**src/rtl/tl_tx_ur_cpl_gen.sv**
```systemverilog
// tl_tx_ur_cpl_gen: queues RX-rejected non-posted requests and streams UR/CA Completion-without-data headers
module tl_tx_ur_cpl_gen #(
  parameter int FIFO_DEPTH = 4,
  parameter int CNT_WIDTH  = 8
) (
  input  logic                 clk,
  input  logic                 rst,
  input  logic                 err_valid,
  output logic                 err_ready,
  input  logic                 err_posted,
  input  logic [2:0]           err_status,
  input  logic [15:0]          err_req_id,
  input  logic [9:0]           err_tag,
  input  logic [2:0]           err_tc,
  input  logic [2:0]           err_attr,
  input  logic [6:0]           err_lower_addr,
  input  logic [11:0]          err_byte_count,
  input  logic [15:0]          completer_id,
  output logic                 cpl_req,
  input  logic                 cpl_grant,
  output logic                 tx_valid,
  input  logic                 tx_ready,
  output logic [31:0]          tx_dw,
  output logic                 tx_sop,
  output logic                 tx_eop,
  output logic [CNT_WIDTH-1:0] drop_cnt,
  output logic                 busy
);
  localparam int AW = $clog2(FIFO_DEPTH);
  localparam logic [AW:0] FULL = (AW+1)'(FIFO_DEPTH);
  typedef enum logic [2:0] {IDLE, ARB, DW0, DW1, DW2} state_t;
  state_t r_state, w_next;
  logic [53:0] r_mem [FIFO_DEPTH];
  logic [AW-1:0] r_wr, r_rd;
  logic [AW:0] r_cnt;
  logic [CNT_WIDTH-1:0] r_drop;
  logic w_push, w_pop, w_drop;
  logic [2:0] w_st_in, w_status, w_tc, w_attr;
  logic [15:0] w_req_id;
  logic [9:0] w_tag;
  logic [6:0] w_la;
  logic [11:0] w_bc;
  assign err_ready = r_cnt != FULL;
  assign w_push = err_valid & err_ready & ~err_posted;
  assign w_drop = err_valid & ~err_ready & ~err_posted;
  assign w_pop = (r_state == DW2) & tx_ready;
  assign w_st_in = (err_status == 3'b100) ? 3'b100 : 3'b001;
  assign {w_status, w_req_id, w_tag, w_tc, w_attr, w_la, w_bc} = r_mem[r_rd];
  assign cpl_req = r_state != IDLE;
  assign tx_valid = r_state inside {DW0, DW1, DW2};
  assign tx_sop = r_state == DW0;
  assign tx_eop = r_state == DW2;
  assign busy = (r_cnt != '0) | (r_state != IDLE);
  assign drop_cnt = r_drop;
  // descriptor storage; validity is tracked by r_cnt so the array needs no reset
  always_ff @(posedge clk)
    if (w_push) r_mem[r_wr] <= {w_st_in, err_req_id, err_tag, err_tc, err_attr, err_lower_addr, err_byte_count};
  // FIFO pointers, occupancy and saturating drop counter
  always_ff @(posedge clk) begin
    if (rst) begin
      r_wr   <= '0;
      r_rd   <= '0;
      r_cnt  <= '0;
      r_drop <= '0;
    end else begin
      r_wr   <= r_wr + AW'(w_push);
      r_rd   <= r_rd + AW'(w_pop);
      r_cnt  <= r_cnt + (AW+1)'(w_push) - (AW+1)'(w_pop);
      r_drop <= r_drop + CNT_WIDTH'(w_drop & ~&r_drop);
    end
  end
  // FSM state register
  always_ff @(posedge clk) r_state <= rst ? IDLE : w_next;
  // FSM next state: arbitrate once, then the packet always runs to completion
  always_comb begin
    w_next = r_state;
    unique case (r_state)
      IDLE:    w_next = (r_cnt != '0) ? ARB : IDLE;
      ARB:     w_next = cpl_grant ? DW0 : ARB;
      DW0:     w_next = tx_ready ? DW1 : DW0;
      DW1:     w_next = tx_ready ? DW2 : DW1;
      DW2:     w_next = tx_ready ? IDLE : DW2;
      default: w_next = IDLE;
    endcase
  end
  // header DW built from the FIFO head entry
  always_comb
    tx_dw = (r_state == DW0) ? {3'b000, 5'b01010, w_tag[9], w_tc, w_tag[8], w_attr[2], 2'b00, 2'b00, w_attr[1:0], 2'b00, 10'd0} :
            (r_state == DW1) ? {completer_id, w_status, 1'b0, w_bc} :
            (r_state == DW2) ? {w_req_id, w_tag[7:0], 1'b0, w_la} : 32'd0;
endmodule

```
**config.mk**
```make
export PLATFORM = sky130hd
export DESIGN_NAME = tl_tx_ur_cpl_gen
export DESIGN_NICKNAME = d
export VERILOG_FILES = /design/src/rtl/tl_tx_ur_cpl_gen.sv
export SDC_FILE = /design/constraint.sdc
export NUM_CORES = 1
export LEC_CHECK = 0
export ABC_AREA = 1
export BUFFER_PORTS_ARGS = -buffer_cell sky130_fd_sc_hd__buf_2
export CORE_MARGIN = 2
export CORE_UTILIZATION = 52
export CTS_CLUSTER_DIAMETER = 40
export DETAILED_ROUTE_END_ITERATION = 8
export GPL_ROUTABILITY_DRIVEN = 1
export PLACE_DENSITY = 0.76
export SLEW_MARGIN = 30
export SYNTH_ARGS = -nofsm -noshare
export SYNTH_HDL_FRONTEND = slang
export SYNTH_SLANG_ARGS = --single-unit
```
**constraint.sdc**
```tcl
create_clock -name clk -period 4.66 [get_ports clk]
set_input_delay 0.466 -clock clk [delete_from_list [all_inputs] [get_ports clk]]
set_output_delay 0.466 -clock clk [all_outputs]
set_load 0.1 [all_outputs]
```
==> flow_metrics.tcl, run 1 <==
set metrics [dict create \
    status "complete, no violations" \
    dp_hpwl_um 11600 \
    drt-wirelength-per-cell_um 16.8 \
    ys_ff_latch 230 \
    initial_core_util_pct 52.9 \
    critPathLaunchType "register" \
    p_per_area_mw_per_mm2 439 \
    critPathKind "register to output port" \
    hold_class "input pin to register" \
    hold_violations 0 \
    hold_slack_ns 0.159 \
    drc 0 \
    synth_top_area_share_pct 67.0 \
    finish.net_count 1060 \
    area_delta_synth_final_pct 18.8 \
    slew_headroom_pct 43.7 \
    mostFrequentLayoutCell "nand2_1" \
    synth_top_cell_by_area "edfxtp_1" \
    r2r_setup_slack_ns 2.31 \
    most-common-layout-cells "285 x nand2_1, 212 x edfxtp_1, 122 x nand3_1" \
    fin_skew_ns 0.0185 \
    drive_above_1_share_pct 19.5 \
    netlist_area_mm2 0.00950 \
    crit_required_ns 4.19 \
    period_share_pct 67.1 \
    drtIter0Drc 487 \
    cts_sinks 230 \
    num_vias 6551 \
    worstPathMaxFanout 107 \
    antenna_cells 0 \
    numPortBuffers 121 \
    multi_input_area_mm2 0.00237 \
    numCtsBuffers 28 \
    overflow 0 \
    synth_cells 857 \
    yosys_warnings 0 \
    die_y_um 139 \
    grt_pass1_wl_um 32100 \
    avgViaCountPerCell 5.33 \
    syn_avg_cell_area_um2 11.1 \
    cts_resized 0 \
    routabilityCongestion 0.776 \
    cp.arrival_ns 2.66 \
    antenna_found_initial 2 \
    end_kind "output port" \
    grt_start_max_net_pins 108 \
    max_freq_ghz 0.320 \
    crit_top_cell "nand2_1" \
    pin_count 122 \
    fin_crit_ns 3.13 \
    core_mm2 0.0180 \
    worst_pin_slew_ns 0.844 \
    cts-root-buf "clkbuf_16" \
    syn-num-nets 938 \
    critPathMaxStageDelay_ns 0.58 \
    ys_seq_area_share_pct 70.8 \
    reg2reg_to "r_cnt[2]" \
    rows 49 \
    dieArea_mm2 0.0194 \
    crit_chain "buf_6 -> nand2_1 -> nand2_1 -> nand2_1 -> nand2_1 -> nand2_1 -> nand3_1 -> buf_2" \
    num-fill-cells 1378 \
    die_w_um 139 \
    yosysUniqueCellTypes 25 \
    grtUsageTotal_pct 20.8 \
    grt_pass1_vias 6319 \
    maxCapViolCount 0 \
    r2r_cells 11 \
    cts_hold_buf 0 \
    seqCellArea_mm2 0.00673 \
    clock_latency_ns 0.52 \
    rsz0062_at_grt "no" \
    hold_end "r_mem[2][8]" \
    cts_tree "done" \
    worstHoldStart "err_byte_count[8]" \
    slowest_stage "buf_6" \
    pre_cts_slack_ns 1.98 \
    peakVddDrop_mv 0.348 \
    post_cts_buffers 0 \
    setup_viol_count_final 0 \
    routed_wl_um 20700 \
    cts.path.max_buffers 3 \
    fin_util_pct 62.9 \
    drt-pass1-iter-count 5 \
    clkTransAtPathRegs_ns 0.06 \
    htree_levels 1 \
    fin_ws_ns 1.53 \
    p_leak_nw 4.62 \
    hold_depth 1 \
    cp-startpoint "r_rd[0]" \
    crit-reg2reg-launch "r_state[0]" \
    antenna_left 0 \
    yosys-top-cells-area "edfxtp_1 67%, nand2_1 11%, nand3_1 6.4%, dfxtp_1 3.8%, nor2_1 2.8%" \
    total_power_mw 4.95 \
    slew_viol_final 0 \
]
==> final cells by class <==
cell class              instances  area share [%]
flip-flops and latches        230            59.6
multi-input cells             541            21.0
clock buffers                  36            6.75
repair buffers                135            6.50
well taps                     229            2.54
clock inverters                16            2.12
inverters                      43            1.47
==> synth_stat cells <==
| cell | number |
|---|---|
| nand3_1 | 122 |
| nand3b_1 | 2 |
| a21oi_1 | 8 |
| fa_1 | 1 |
| o21ai_0 | 30 |
| nand2_1 | 285 |
| ha_1 | 4 |
| nor2_4 | 1 |
| nand2_2 | 2 |
| buf_4 | 10 |
| edfxtp_1 | 212 |
| inv_4 | 1 |
| buf_2 | 25 |
| clkbuf_1 | 2 |
| buf_1 | 1 |
| nand4_1 | 3 |
| dfxtp_1 | 18 |
| nor2_2 | 1 |
| xnor2_1 | 2 |
| buf_6 | 5 |
| xor2_1 | 3 |
| nor3_1 | 6 |
| inv_2 | 3 |
| inv_1 | 39 |
| nor2_1 | 71 |
==> cell families (layout without fill, tap and decap cells) <==
kind of cell / after synthesis / in the layout / share of synthesized area, %
compound gates: 38 / 38 / 2.00
xor+xnor: 5 / 5 / 0.461
fa+ha+maj: 5 / 5 / 0.737
buf+inv: 86 / 230 / 4.54
flops: 230 / 230 / 70.8
simple gates: 493 / 493 / 21.5
==> metal layers <==
metal  vias to the layer above  GRT usage [%]  part of all wire (%)
met5                         -              0                  0.13
met4                         4           5.95                   1.9
met3                        45           3.56                   6.4
met2                       244           37.5                    51
met1                      3098           26.0                    41
li1                       3160              -                     -
==> where the power goes <==
part           internal (mW)  switching [mW]  total, mW
clock                   1.45           0.828       2.28
combinational         0.0756           0.274      0.350
sequential              2.31          0.0163       2.33
==> critical path, delay by kind of cell (launching register included) <==
family | cells | cell delay [ns]
DFF | 1 | 0.37
buffers and inverters | 2 | 1.03
and+or+nand+nor | 6 | 0.68
==> worst max path at each step <==
stage	depth (start not counted)	to
finish	8	tx_dw[13]
global route	8	tx_dw[13]
CTS	8	tx_dw[6]
detailed placement	8	tx_dw[6]
global placement	6	tx_dw[7]
floorplan	4	r_mem[0][0]
==> registers in the layout, indices dropped and copies added, names as in the netlist <==
| register | count |
|---|---|
| drop_cnt | 8 |
| r_wr | 2 |
| r_cnt | 3 |
| r_mem | 212 |
| r_state | 3 |
| r_rd | 2 |
==> through the flow <==
stage                     cells  TNS (ns)  cell area [um2]
after floorplan             857   -223.08             9500
after global placement     1177         0            10300
after detailed placement   1177         0            10300
after CTS                  1229         0            11300
after global routing       1230         0            11300
final                      1230         0            11300
No activity file was read; power rests on OpenSTA's default activity.
==> inputs of run 2 (changes only) <==
Settings changed: ABC_AREA 1 to 0, CORE_UTILIZATION 52 to 55, PLACE_DENSITY 0.76 to 0.77.
Clock period 4.66 ns to 3.1 ns, I/O delays scaled along.
==> run 2 against run 1 <==
- critical path depth down 3
- hold slack got worse by 0.14 ns
- register-to-register slack got worse by 1.5 ns
- non-clock buffer count increased by 43
- global-route usage increased by 1.3 points
- sequential share of layout area down 2.0 points
- largest cell class unchanged
- highest routed layer unchanged
==> flow_metrics.tcl, run 2 <==
set metrics [dict create \
    status "complete, no violations" \
    seqCellArea_mm2 0.00673 \
    synth_cells 453 \
    grt_start_max_net_pins 54 \
    cp.depth 5 \
    cts-root-buf "clkbuf_16" \
    hold_class "input pin to register" \
    fin_crit_ns 2.75 \
    setup_viol_count_final 0 \
    numPortBuffers 121 \
    max_freq_ghz 0.364 \
    peakVddDrop_mv 0.471 \
    critPathMaxStageDelay_ns 0.46 \
    multi_input_area_mm2 0.00209 \
    drtIter0Drc 312 \
    ys_ff_latch 230 \
    rsz0062_at_grt "no" \
    crit_chain "nor3b_4 -> buf_4 -> a22oi_1 -> a21oi_1 -> buf_12" \
    end_kind "output port" \
    ys.flop_type "edfxtp_1" \
    most-common-layout-cells "212 x edfxtp_1, 94 x buf_2, 45 x mux4_2" \
    dp_hpwl_um 10400 \
    htree_levels 1 \
    avgViaCountPerCell 5.70 \
    cts_tree "done" \
    fin_skew_ns 0.0138 \
    grt_pass1_vias 5346 \
    drt-wirelength-per-cell_um 21.4 \
    numCtsBuffers 29 \
    mostFrequentLayoutCell "edfxtp_1" \
    dieArea_mm2 0.0172 \
    critPathKind "register to output port" \
    cts_sinks 230 \
    grt_pass1_wl_um 29500 \
    pin_count 122 \
    dp.cells 781 \
    die_w_um 131 \
    crit_required_ns 2.79 \
    finalNonFillerCells 878 \
    antenna_found_initial 1 \
    postSynth.asyncResetShare_pct 0 \
    netlist_area_mm2 0.00891 \
    rows 46 \
    area_delta_synth_final_pct 31.1 \
    fin_setup_tns_ns 0 \
    synth_top_cells_by_count "212 x edfxtp_1, 45 x mux4_2, 23 x nand2_1" \
    hold_violations 0 \
    antenna_cells 0 \
    largest-register "r_mem" \
    maxCapViolCount 0 \
    core_mm2 0.0159 \
    path_buf_inv 2 \
    clock_latency_ns 0.53 \
    antenna_left 0 \
    yosysMostFrequentCell "edfxtp_1" \
    hold_slack_ns 0.0176 \
    slowest_stage "buf_4" \
    initial_core_util_pct 56.1 \
    yosysUniqueCellTypes 38 \
    ys_seq_area_share_pct 75.5 \
    cpLargestDelayFamily "buffers and inverters" \
    slew_viol_final 0 \
    worst_pin_slew_ns 0.612 \
    routabilityCongestion 0.760 \
    cp.arrival_ns 2.44 \
    hold_depth 1 \
    yosys-top-cells-area "edfxtp_1 71%, mux4_2 11%, dfxtp_1 4.0%, a22o_1 2.1%, mux2i_1 1.0%" \
    overflow 0 \
    synth_top_cell_by_area "edfxtp_1" \
    syn-num-nets 534 \
    largest_reg_flops 212 \
    die_y_um 131 \
    total_power_mw 7.41 \
    critPathLaunchType "register" \
    slew_headroom_pct 59.2 \
    syn_avg_cell_area_um2 19.7 \
    drt-pass1-iter-count 5 \
    num_vias 5007 \
    synth-edff-count 212 \
    clkTransAtPathRegs_ns 0.06 \
    cts.path.max_buffers 3 \
    grtUsageTotal_pct 22.1 \
    drc 0 \
    finish.net_count 721 \
    yosys_warnings 0 \
    num-fill-cells 960 \
    synth_top_area_share_pct 71.4 \
    p_per_area_mw_per_mm2 634 \
    r2r_cells 9 \
    routed_wl_um 18800 \
    period_share_pct 88.7 \
    worstPathMaxFanout 34 \
    drive_above_1_share_pct 36.7 \
    p_leak_nw 4.06 \
]
-- run 2: final timing paths --
path / start / endpoint / slack [ns]
min reg2reg: drop_cnt[7] / drop_cnt[7] / 0.50
min: err_byte_count[9] / r_mem[0][9] / 0.02
max reg2reg: r_cnt[1] / r_cnt[2] / 0.84
max: r_state[0] / tx_dw[13] / 0.35
-- run 2: routing by layer --
layer  GRT usage [%]  vias to the layer above  wire (um)
met2            36.8                      199       9430
met5               0                        -         13
met3            5.32                       40       1320
li1                -                     2228          -
met4            6.76                        2        348
met1            29.3                     2538       7660
-- run 2: power breakdown --
part | internal, mW | switching [mW] | total [mW]
clock network | 1.98 | 1.30 | 3.28
registers | 3.48 | 0.0416 | 3.52
logic | 0.212 | 0.402 | 0.614
-- run 2: area by class of cell --
cell class / count / area share [%]
timing repair buffer: 178 / 13.9
multi-input combinational: 198 / 17.9
clock buffer: 29 / 6.21
inverter: 3 / 0.0964
sequential: 230 / 57.6
tap: 216 / 2.31
clock inverter: 24 / 2.00
-- run 2: cell families after synthesis --
group / after synthesis / share of synthesized area, %
flops: 230 / 75.5
xor+xnor: 10 / 0.982
buf+inv: 25 / 1.45
compound gates: 42 / 3.61
mux: 62 / 13.4
simple gates: 79 / 4.34
fa+ha+maj: 5 / 0.786
-- run 2: what timing repair did --
action                     CTS  global route
gates resized for setup      0             0
buffers inserted             0             1
hold endpoints to repair   160             3
hold buffers                42             1
setup endpoints to repair    0             3
-- run 2: metrics by stage --
stage / instance area [um2] / util (%) / setup WS (ns)
2_1_floorplan: 8930 / - / 0.0845
5_1_grt: 11700 / 73.6 / 0.234
4_1_cts: 11700 / 73.4 / 0.0986
3_5_place_dp: 10300 / 64.7 / 0.680
3_3_place_gp: 10300 / 64.7 / 0.680
6_report: 11700 / 73.6 / 0.350
==> inputs of run 3 (changes only) <==
Settings changed: ABC_AREA 0 to 1, PLACE_DENSITY 0.77 to 0.76, TNS_END_PERCENT set to 50.
==> run 3 against run 2 <==
- utilization decreased by 4.5 points
- via count grew 34%
- sequential cell count unchanged
- clock power is 7.3% lower
- highest routed layer is now met4
==> flow_metrics.tcl, run 3 (synthesis gave the netlist of run 1 again) <==
set metrics [dict create \
    grt_start_max_net_pins 55 \
    drc 0 \
    period_share_pct 90.6 \
    status "complete, no violations" \
    hold_class "input pin to register" \
    drive_above_1_share_pct 19.2 \
    largest_reg_flops 212 \
    postPlaceCellArea_mm2 0.0105 \
    dp.cells 1176 \
    final_cell_area_mm2 0.0118 \
    num_vias 6707 \
    most-common-layout-cells "285 x nand2_1, 212 x edfxtp_1, 121 x nand3_1" \
    p_leak_nw 4.79 \
    finish.net_count 1100 \
    grt_pass1_wl_um 31700 \
    drt-wirelength-per-cell_um 16.1 \
    cts.path.max_buffers 3 \
    numCtsBuffers 27 \
    peakVddDrop_mv 0.464 \
    clock_latency_ns 0.53 \
    area_delta_synth_final_pct 24.4 \
    drtIter0Drc 549 \
    cts_tree "done" \
    largest-register "r_mem" \
    avgViaCountPerCell 5.30 \
    crit_top_cell "nand2_1" \
    path_buf_inv 2 \
    critPathKind "register to output port" \
    grt_pass1_vias 6474 \
    pre_cts_slack_ns 0.892 \
    worstPathMaxFanout 54 \
    htree_levels 1 \
    cpLargestDelayFamily "buffers and inverters" \
    dieArea_mm2 0.0183 \
    antenna_left 0 \
    cts_sinks 230 \
    crit_required_ns 2.79 \
    pin_count 122 \
    end_kind "output port" \
    maxCapViolCount 0 \
    grtUsageTotal_pct 22.4 \
    crit_chain "buf_4 -> nand2_1 -> nand2_1 -> nand2_1 -> nand2_1 -> nand2_1 -> nand3_1 -> buf_2" \
    slew_viol_final 0 \
    antenna_found_initial 0 \
    drt-pass1-iter-count 5 \
    critPathLaunchType "register" \
    clkTransAtPathRegs_ns 0.06 \
    worst_pin_slew_ns 0.697 \
    die_y_um 135 \
    fin_skew_ns 0.0226 \
    numPortBuffers 121 \
    antenna_cells 0 \
    cts-root-buf "clkbuf_16" \
    fin_setup_tns_ns 0 \
    mostFrequentLayoutCell "nand2_1" \
    slowest_stage "buf_4" \
    cp.arrival_ns 2.50 \
    routabilityCongestion 0.789 \
    initial_core_util_pct 55.5 \
    max_freq_ghz 0.356 \
    setup_viol_count_final 0 \
    finalNonFillerCells 1265 \
    routed_wl_um 20400 \
    core_mm2 0.0171 \
    slew_headroom_pct 53.5 \
    fin_ws_ns 0.292 \
    total_power_mw 7.13 \
    die_w_um 135 \
    fin_crit_ns 2.81 \
    p_per_area_mw_per_mm2 603 \
    rsz0062_at_grt "no" \
    rows 48 \
    critPathMaxStageDelay_ns 0.52 \
    dp_hpwl_um 11900 \
    hold_violations 0 \
    overflow 0 \
]
[run 3: area by class of cell]
cell class | count | area [um2]
Clock buffer | 29 | 683
Sequential cell | 230 | 6730
Fill cell | 1194 | 5290
Multi-Input combinational cell | 541 | 2390
Tap cell | 225 | 282
Timing Repair Buffer | 176 | 1360
Clock inverter | 21 | 208
Inverter | 43 | 164
[run 3: report_power, final]
group          total, mW  switching [mW]  internal (mW)
logic              0.592           0.427          0.164
registers           3.50          0.0274           3.47
clock network       3.04            1.30           1.74
[run 3: stage by stage]
| stage | hold WS, ns | util (%) |
|---|---|---|
| final | 0.0117 | 69.1 |
| after global routing | 0.00225 | 69.1 |
| after CTS | 0.00156 | 69.1 |
| after detailed placement | 0.494 | 61.6 |
| after global placement | 0.491 | 61.6 |
| after floorplan | 0.379 | - |
[run 3: routing by layer]
layer,global-route usage (%),part of all wire [%],vias up
met5,0,0,-
met4,7.12,2.4,0
met3,3.25,6.1,46
met2,39.9,51,248
met1,28.5,40,3174
li1,-,-,3239
[run 3: final timing paths]
check	slack, ns	cells past startpoint	to	start
min	0.01	1	r_mem[3][16]	err_lower_addr[4]
max	0.29	8	tx_dw[13]	r_rd[0]
max reg2reg	1.01	11	r_cnt[2]	r_state[0]
min reg2reg	0.50	2	drop_cnt[4]	drop_cnt[4]
[run 3: timing repair]
action | in CTS | in global routing
hold endpoints to repair | 147 | 0
resized for setup | 0 | 0
hold buffers | 39 | 0
setup buffers | 0 | 0
[run 3: worst register-to-register path: stages, from the launching register on]
cell	delay [ns]
dfxtp_1	0.33
inv_2	0.11
nand2_2	0.08
nor2_4	0.27
nand2_1	0.18
xor2_1	0.18
ha_1	0.17
inv_1	0.05
fa_1	0.41
nand2_1	0.09
nand2_1	0.06
nor2_1	0.09
